<file path="config.mk">
export PLATFORM = sky130hd
export DESIGN_NAME = mux_sel_arbiter
export DESIGN_NICKNAME = d
export VERILOG_FILES = /design/src/rtl/mux_sel_arbiter.sv
export SDC_FILE = /design/constraint.sdc
export NUM_CORES = 1
export LEC_CHECK = 0
export CAP_MARGIN = 15
export CORE_ASPECT_RATIO = 0.8
export CORE_MARGIN = 2
export CORE_UTILIZATION = 50
export CTS_CLUSTER_DIAMETER = 60
export DETAILED_ROUTE_END_ITERATION = 16
export GPL_TIMING_DRIVEN = 0
export HOLD_SLACK_MARGIN = 0.12
export PLACE_DENSITY_LB_ADDON = 0.12
export SYNTH_ARGS = -nofsm -noshare
export SYNTH_HDL_FRONTEND = slang
export SYNTH_SLANG_ARGS = --single-unit
</file>
<file path="constraint.sdc">
create_clock -name clk -period 5.7 [get_ports clk]
set_input_delay 0.855 -clock clk [delete_from_list [all_inputs] [get_ports clk]]
set_output_delay 0.855 -clock clk [all_outputs]
set_load 0.005 [all_outputs]
</file>
<file path="src/rtl/mux_sel_arbiter.sv">
// mux_sel_arbiter: round-robin arbiter that owns the select of an 8:1 bit mux.
// One requester holds the mux at a time. A grant ends when the owner asserts
// done, drops its request or (optionally) reaches MAX_HOLD cycles. Every
// release is followed by one idle cycle before the next arbitration.
// Optional feature macro: MUX_SEL_ARB_TIMEOUT_EN (hold counter + forced release).
module mux_sel_arbiter #(
   parameter int unsigned MAX_HOLD = 16
) (
   input  logic       clk,
   input  logic       rst_n,
   input  logic [7:0] req,
   input  logic       done,
   output logic [2:0] sel,
   output logic [7:0] grant,
   output logic       busy,
   output logic       timeout
);

   localparam logic ST_IDLE  = 1'b0;
   localparam logic ST_GRANT = 1'b1;

   localparam logic [7:0] LP_MAX_HOLD = 8'(MAX_HOLD);

   // Reject hold limits outside the supported range at elaboration time.
   if (MAX_HOLD < 2 || MAX_HOLD > 255) begin : g_bad_max_hold
      $error("mux_sel_arbiter: MAX_HOLD must be in 2..255");
   end

   logic       r_state;
   logic [2:0] r_last;
   logic [2:0] r_sel;
   logic [7:0] r_grant;
   logic       r_busy;

   logic       w_found;
   logic [2:0] w_idx;
   logic [2:0] w_cand;
   logic       w_rel_norm;
   logic       w_force;

   // Round-robin search: first set request starting at last+1, wrapping; the
   // previous owner (offset 8 == last) is considered last of all.
   always_comb begin
      w_found = 1'b0;
      w_idx   = r_last;
      w_cand  = r_last;
      for (int k = 8; k >= 1; k--) begin
         w_cand = r_last + 3'(k);
         if (req[w_cand]) begin
            w_found = 1'b1;
            w_idx   = w_cand;
         end
      end
   end

   // Normal release: owner is done or no longer requests its mux input.
   assign w_rel_norm = done | ~req[r_sel];

`ifdef MUX_SEL_ARB_TIMEOUT_EN
   logic [7:0] r_hold;
   logic       r_timeout;

   assign w_force = (r_hold == LP_MAX_HOLD);
   assign timeout = r_timeout;

   // Hold counter: 1 on the first grant cycle, cleared on any release.
   always_ff @(posedge clk or negedge rst_n) begin
      if (!rst_n) begin
         r_hold <= 8'd0;
      end else if (r_state == ST_IDLE) begin
         r_hold <= w_found ? 8'd1 : 8'd0;
      end else if (w_rel_norm || w_force) begin
         r_hold <= 8'd0;
      end else begin
         r_hold <= r_hold + 8'd1;
      end
   end

   // Timeout pulse only when the limit, not the owner, ends the grant.
   always_ff @(posedge clk or negedge rst_n) begin
      if (!rst_n) begin
         r_timeout <= 1'b0;
      end else begin
         r_timeout <= (r_state == ST_GRANT) && !w_rel_norm && w_force;
      end
   end
`else
   assign w_force = 1'b0;
   assign timeout = 1'b0;
`endif

   // Arbitration FSM: grant/sel/busy/pointer updates; sel holds while idle.
   always_ff @(posedge clk or negedge rst_n) begin
      if (!rst_n) begin
         r_state <= ST_IDLE;
         r_last  <= 3'd7;
         r_sel   <= 3'd0;
         r_grant <= 8'h00;
         r_busy  <= 1'b0;
      end else begin
         case (r_state)
            ST_IDLE: begin
               if (w_found) begin
                  r_state <= ST_GRANT;
                  r_last  <= w_idx;
                  r_sel   <= w_idx;
                  r_grant <= 8'h01 << w_idx;
                  r_busy  <= 1'b1;
               end
            end
            default: begin
               if (w_rel_norm || w_force) begin
                  r_state <= ST_IDLE;
                  r_grant <= 8'h00;
                  r_busy  <= 1'b0;
               end
            end
         endcase
      end
   end

   assign sel   = r_sel;
   assign grant = r_grant;
   assign busy  = r_busy;

endmodule
</file>
* After elaboration in Yosys (flattened, before gate mapping)
Cells that the tools add are included.
** Storage, ports and cells
- Bits in registers :: 16
- Input port bits :: 11
- Logic and storage cells :: 71
** Operators by class
- $add $sub $neg :: 7
- $lt $le $gt $ge :: 9
- Equality and inequality tests :: 1
- Shift-type cells :: 1
- Multiplexer cells :: 42
- Bitwise gates (word level) :: 3
- Reduce and logical (&&, ||, !) cells :: 3
** Operator list (count)
- less-than comparator 3 x 4 -> 1 bit, second input constant :: 9
- binary-select mux 1 bit (select 3 bit) :: 9
- two-way mux 8 bit :: 3
- two-way mux 1 bit :: 23
- two-way mux 3 bit :: 7
- adder 3 bit, second input constant :: 4
- left shift 1 x 3 -> 8 bit, first input constant :: 1
- adder 3 x 2 -> 3 bit, second input constant :: 2
- AND reduction 2 bit :: 2
- adder 3 x 1 -> 3 bit, second input constant :: 1
- inequality test 2 x 1 -> 1 bit, second input constant :: 1
- NOT 1 bit :: 2
- nonzero test 2 bit :: 1
- OR 1 bit :: 1

* Depth between registers and ports, before layout
- Depth in word-level cells :: 13
- Mapped depth :: 12
- Mapped depth without buffers :: 9

* Least setup slack after synthesis
No wires, ideal clock.
- Path type :: register to register
- Start point :: reg r_last[1]
- End point :: reg r_grant[0] (netlist: grant[0])
- Setup time :: 0.125 ns
- Data arrival time :: 3.446 ns
- Required time :: 5.575 ns
- Path slack :: 2.129 ns
- Stages on the path, launching flop included :: 12
- Buffers on the path :: 2
- Period minus slack after synthesis :: 3.571 ns
- Path through :: dfstp_2 -> buf_2 -> clkinv_1 -> ha_1 -> mux4_2 -> or4_1 -> or4_1 -> nor2b_1 -> buf_6 -> and2_4 -> mux2i_4 -> o21ai_1
** Between the ends
- Word-level cells in the longest chain between the ends :: 13
- Elaborated cells on any way between the ends :: 43
- Classes of those cells :: 7 x add/sub; 1 x shift; 33 x mux; 2 x reduce/logical
** RTL lines
- start, declared :: line 30 : logic [2:0] r_last;
- start signal, assigned :: line 105 : r_last <= w_idx;
- adder 3 bit :: line 48 : w_cand = r_last + 3'(k);
- binary-select mux 1 bit (select 3 bit) :: line 49 : if (req[w_cand]) begin
- two-way mux 1 bit (implied by the code) :: line 49
- two-way mux 3 bit (7 in series) :: line 49
- left shift 1 x 3 -> 8 bit :: line 107 : r_grant <= 8'h01 << w_idx;
- two-way mux 8 bit :: line 103 : if (w_found) begin
- two-way mux 8 bit :: line 101 : case (r_state)
- end signal, assigned :: line 107
- end, declared :: line 32 : logic [7:0] r_grant;
Parallel ways exist; a longest one is shown, timed or not. The select of a mux whose other input is x is not followed.
A chain may end at the register's enable or synchronous reset.

* Worst setup path in the final report
- Start point :: reg r_last[1]
- End point :: reg r_grant[3] (netlist: grant[3])
Same word-level chain as after synthesis.

==> metrics.cfg <==
[status]
status = finished, final reports clean

[cells_and_area]
drive_above_1_share_pct = 26.5
fillerInstances = 237
fin_nets = 195
n_antenna_cell = 0
utilization_pct = 62.7
area_growth_pct = 20.2
mostFrequentLayoutCell = clkdlybuf4s50_1
final_cell_mix = clkdlybuf4s50_1 (22), nand2_1 (20), mux4_2 (17)

[placement]
hpwl_um = 2990
portBuffers = 22
routabilityCongestion = 0.880
place_ws_ns = 1.65

[detailed_routing]
viasPerCell = 6.24
wire_per_inst_um = 17.8
final_antenna_net_count = 0
post-route-drc-count = 0
wirelength_um = 3930
drtIter0Drc = 151
vias = 1380
drt_pass1_iterations = 4

[grt]
grt_max_degree = 17
grt_usage_pct = 24.2
grt_pass1_vias = 1242
grt_overflow = 0
antenna_found_initial = 0
grt_pass1_wl_um = 6420

[clock_network]
path_clk_slew_ns = 0.06
root_buffer = clkbuf_8
clock_latency_ns = 0.25
cts_resized = 0
cts_tree = yes
cts_sinks = 16
postCtsSetupRepairBufs = 0
clock_tree.buffer_depth = 2
h-tree-depth = 1
hold_buffers = 0
cts_buffers = 3

[logic_synthesis]
syn_inst = 155
netlist_area_um2 = 1610
synth-main-ff-cell = dfrtp_1
ys_seq_area_share_pct = 25.1
synth_edf_count = 0
async_reset_ff_share_pct = 100
synth.distinct_cells = 45
yosys_register_bits = 16
syn_area_per_cell_um2 = 10.4
synth_nets = 168
yosys_warnings = 0

[worst_hold_path]
hp-start = busy
whs_path_depth = 2
hold_class = reg -> reg
whs_endpoint = busy

[worst_setup_path]
crit_type = reg -> reg
reg2reg_depth = 10
crit_path_max_fanout = 10
cp_data_arrival_time_ns = 4.32
r2r-end = grant[3]
rrSetupSlack_ns = 1.54
setup.worst_path.end_class = register
startpoint_type = register
r2r-start = r_last[1]
cp.required_ns = 5.86

[timing]
skew_ns = 0.00108
final-hold-violation-count = 0
whs_ns = 0.476
post-route-period-util_pct = 72.9
setup_slack_ns = 1.54
rsz0062_at_grt = no
max_freq_mhz = 241
tightest_slew_ns = 0.719
setup-tns-final_ns = 0
slew_violations = 0
slew_headroom_pct = 51.9
finalSetupViolations = 0
period_needed_ns = 4.16

[floorplanning]
die_h_um = 54.7
dieArea_um2 = 3690
fp.dieW_um = 67.4
rows = 18
start_util_pct = 52.1
ioPinCount = 24
core_um2 = 3090

[job]
maxCapViolations = 0

==> flip-flops by register name, indices dropped and copies added, names as in the netlist <==
register,flops
r_last,3
busy,1
grant,8
sel,3
r_state,1
==> cell families after synthesis <==
| kind of cell | after synthesis | share of synthesized area [%] |
|---|---|---|
| buf+inv | 18 | 5.60 |
| compound gates | 38 | 15.6 |
| other cells | 1 | 0.233 |
| fa+ha+maj | 2 | 1.55 |
| mux | 36 | 37.0 |
| xor+xnor | 6 | 3.27 |
| flops | 16 | 25.1 |
| simple gates | 38 | 11.6 |
==> cells in the mapped netlist (2+ instances only) <==
master / n / area, µm²
dfrtp_1: 13 / 325
xnor2_1: 4 / 35.0
mux2i_1: 10 / 100
nor2_1: 3 / 11.3
xor2_1: 2 / 17.5
a21oi_1: 6 / 30.0
nor3_1: 3 / 15.0
or4_1: 2 / 15.0
o31ai_1: 4 / 30.0
mux2_2: 8 / 90.1
or2_2: 3 / 18.8
dfstp_2: 3 / 78.8
o2111ai_1: 2 / 17.5
mux4_2: 17 / 383
buf_6: 2 / 22.5
nand2_1: 20 / 75.1
o21ai_1: 4 / 20.0
a2bb2oi_1: 2 / 17.5
and2_4: 2 / 17.5
o21ai_0: 8 / 40.0
nand3_1: 2 / 10.0
ha_1: 2 / 25.0
inv_1: 9 / 33.8
buf_2: 3 / 15.0
==> worst max-delay path by stage <==
stage / slack (ns) / cells after the start / startpoint / to
2_1_floorplan: 2.13 / 11 / r_last[1] / grant[0]
3_3_place_gp: 1.77 / 11 / r_last[1] / grant[4]
3_5_place_dp: 1.65 / 11 / r_last[1] / grant[5]
4_1_cts: 1.63 / 11 / r_last[1] / grant[5]
5_1_grt: 1.21 / 10 / r_last[1] / grant[3]
6_report: 1.54 / 10 / r_last[1] / grant[3]
==> critical path: stages, from the launching register on <==
cell and delay [ns]:
dfstp_2 0.58, buf_2 0.31, clkinv_1 0.33, ha_1 0.48, buf_2 0.29, mux2_2 0.39, mux4_2 0.52, a311oi_1 0.25
a2bb2oi_1 0.52, nand2_1 0.17, o31ai_1 0.23
==> layer usage <==
metal	GRT usage, %	up-vias	wire [µm]
li1	-	641	-
met1	35.5	671	1850
met2	36.8	62	1720
met3	4.94	6	302
met4	5.44	0	55
met5	0	-	0
==> through the flow <==
stage	instance area, µm²	cells
global route	1930	221
floorplan	1610	155
finish	1930	221
detailed placement	1880	217
global placement	1880	217
CTS	1930	221
==> cell type report <==
type	count	area, µm²	share of cell area [%]
multi-input cells	121	1110	57.6
clock buffers	4	55.1	2.85
plain buffers	7	48.8	2.52
repair buffers	22	220	11.4
well taps	40	50.0	2.59
inverters	11	41.3	2.13
flip-flops and latches	16	404	20.9
Power is not shown: default switching activity piles up to over one toggle a cycle in this logic, so the estimate is an artifact.
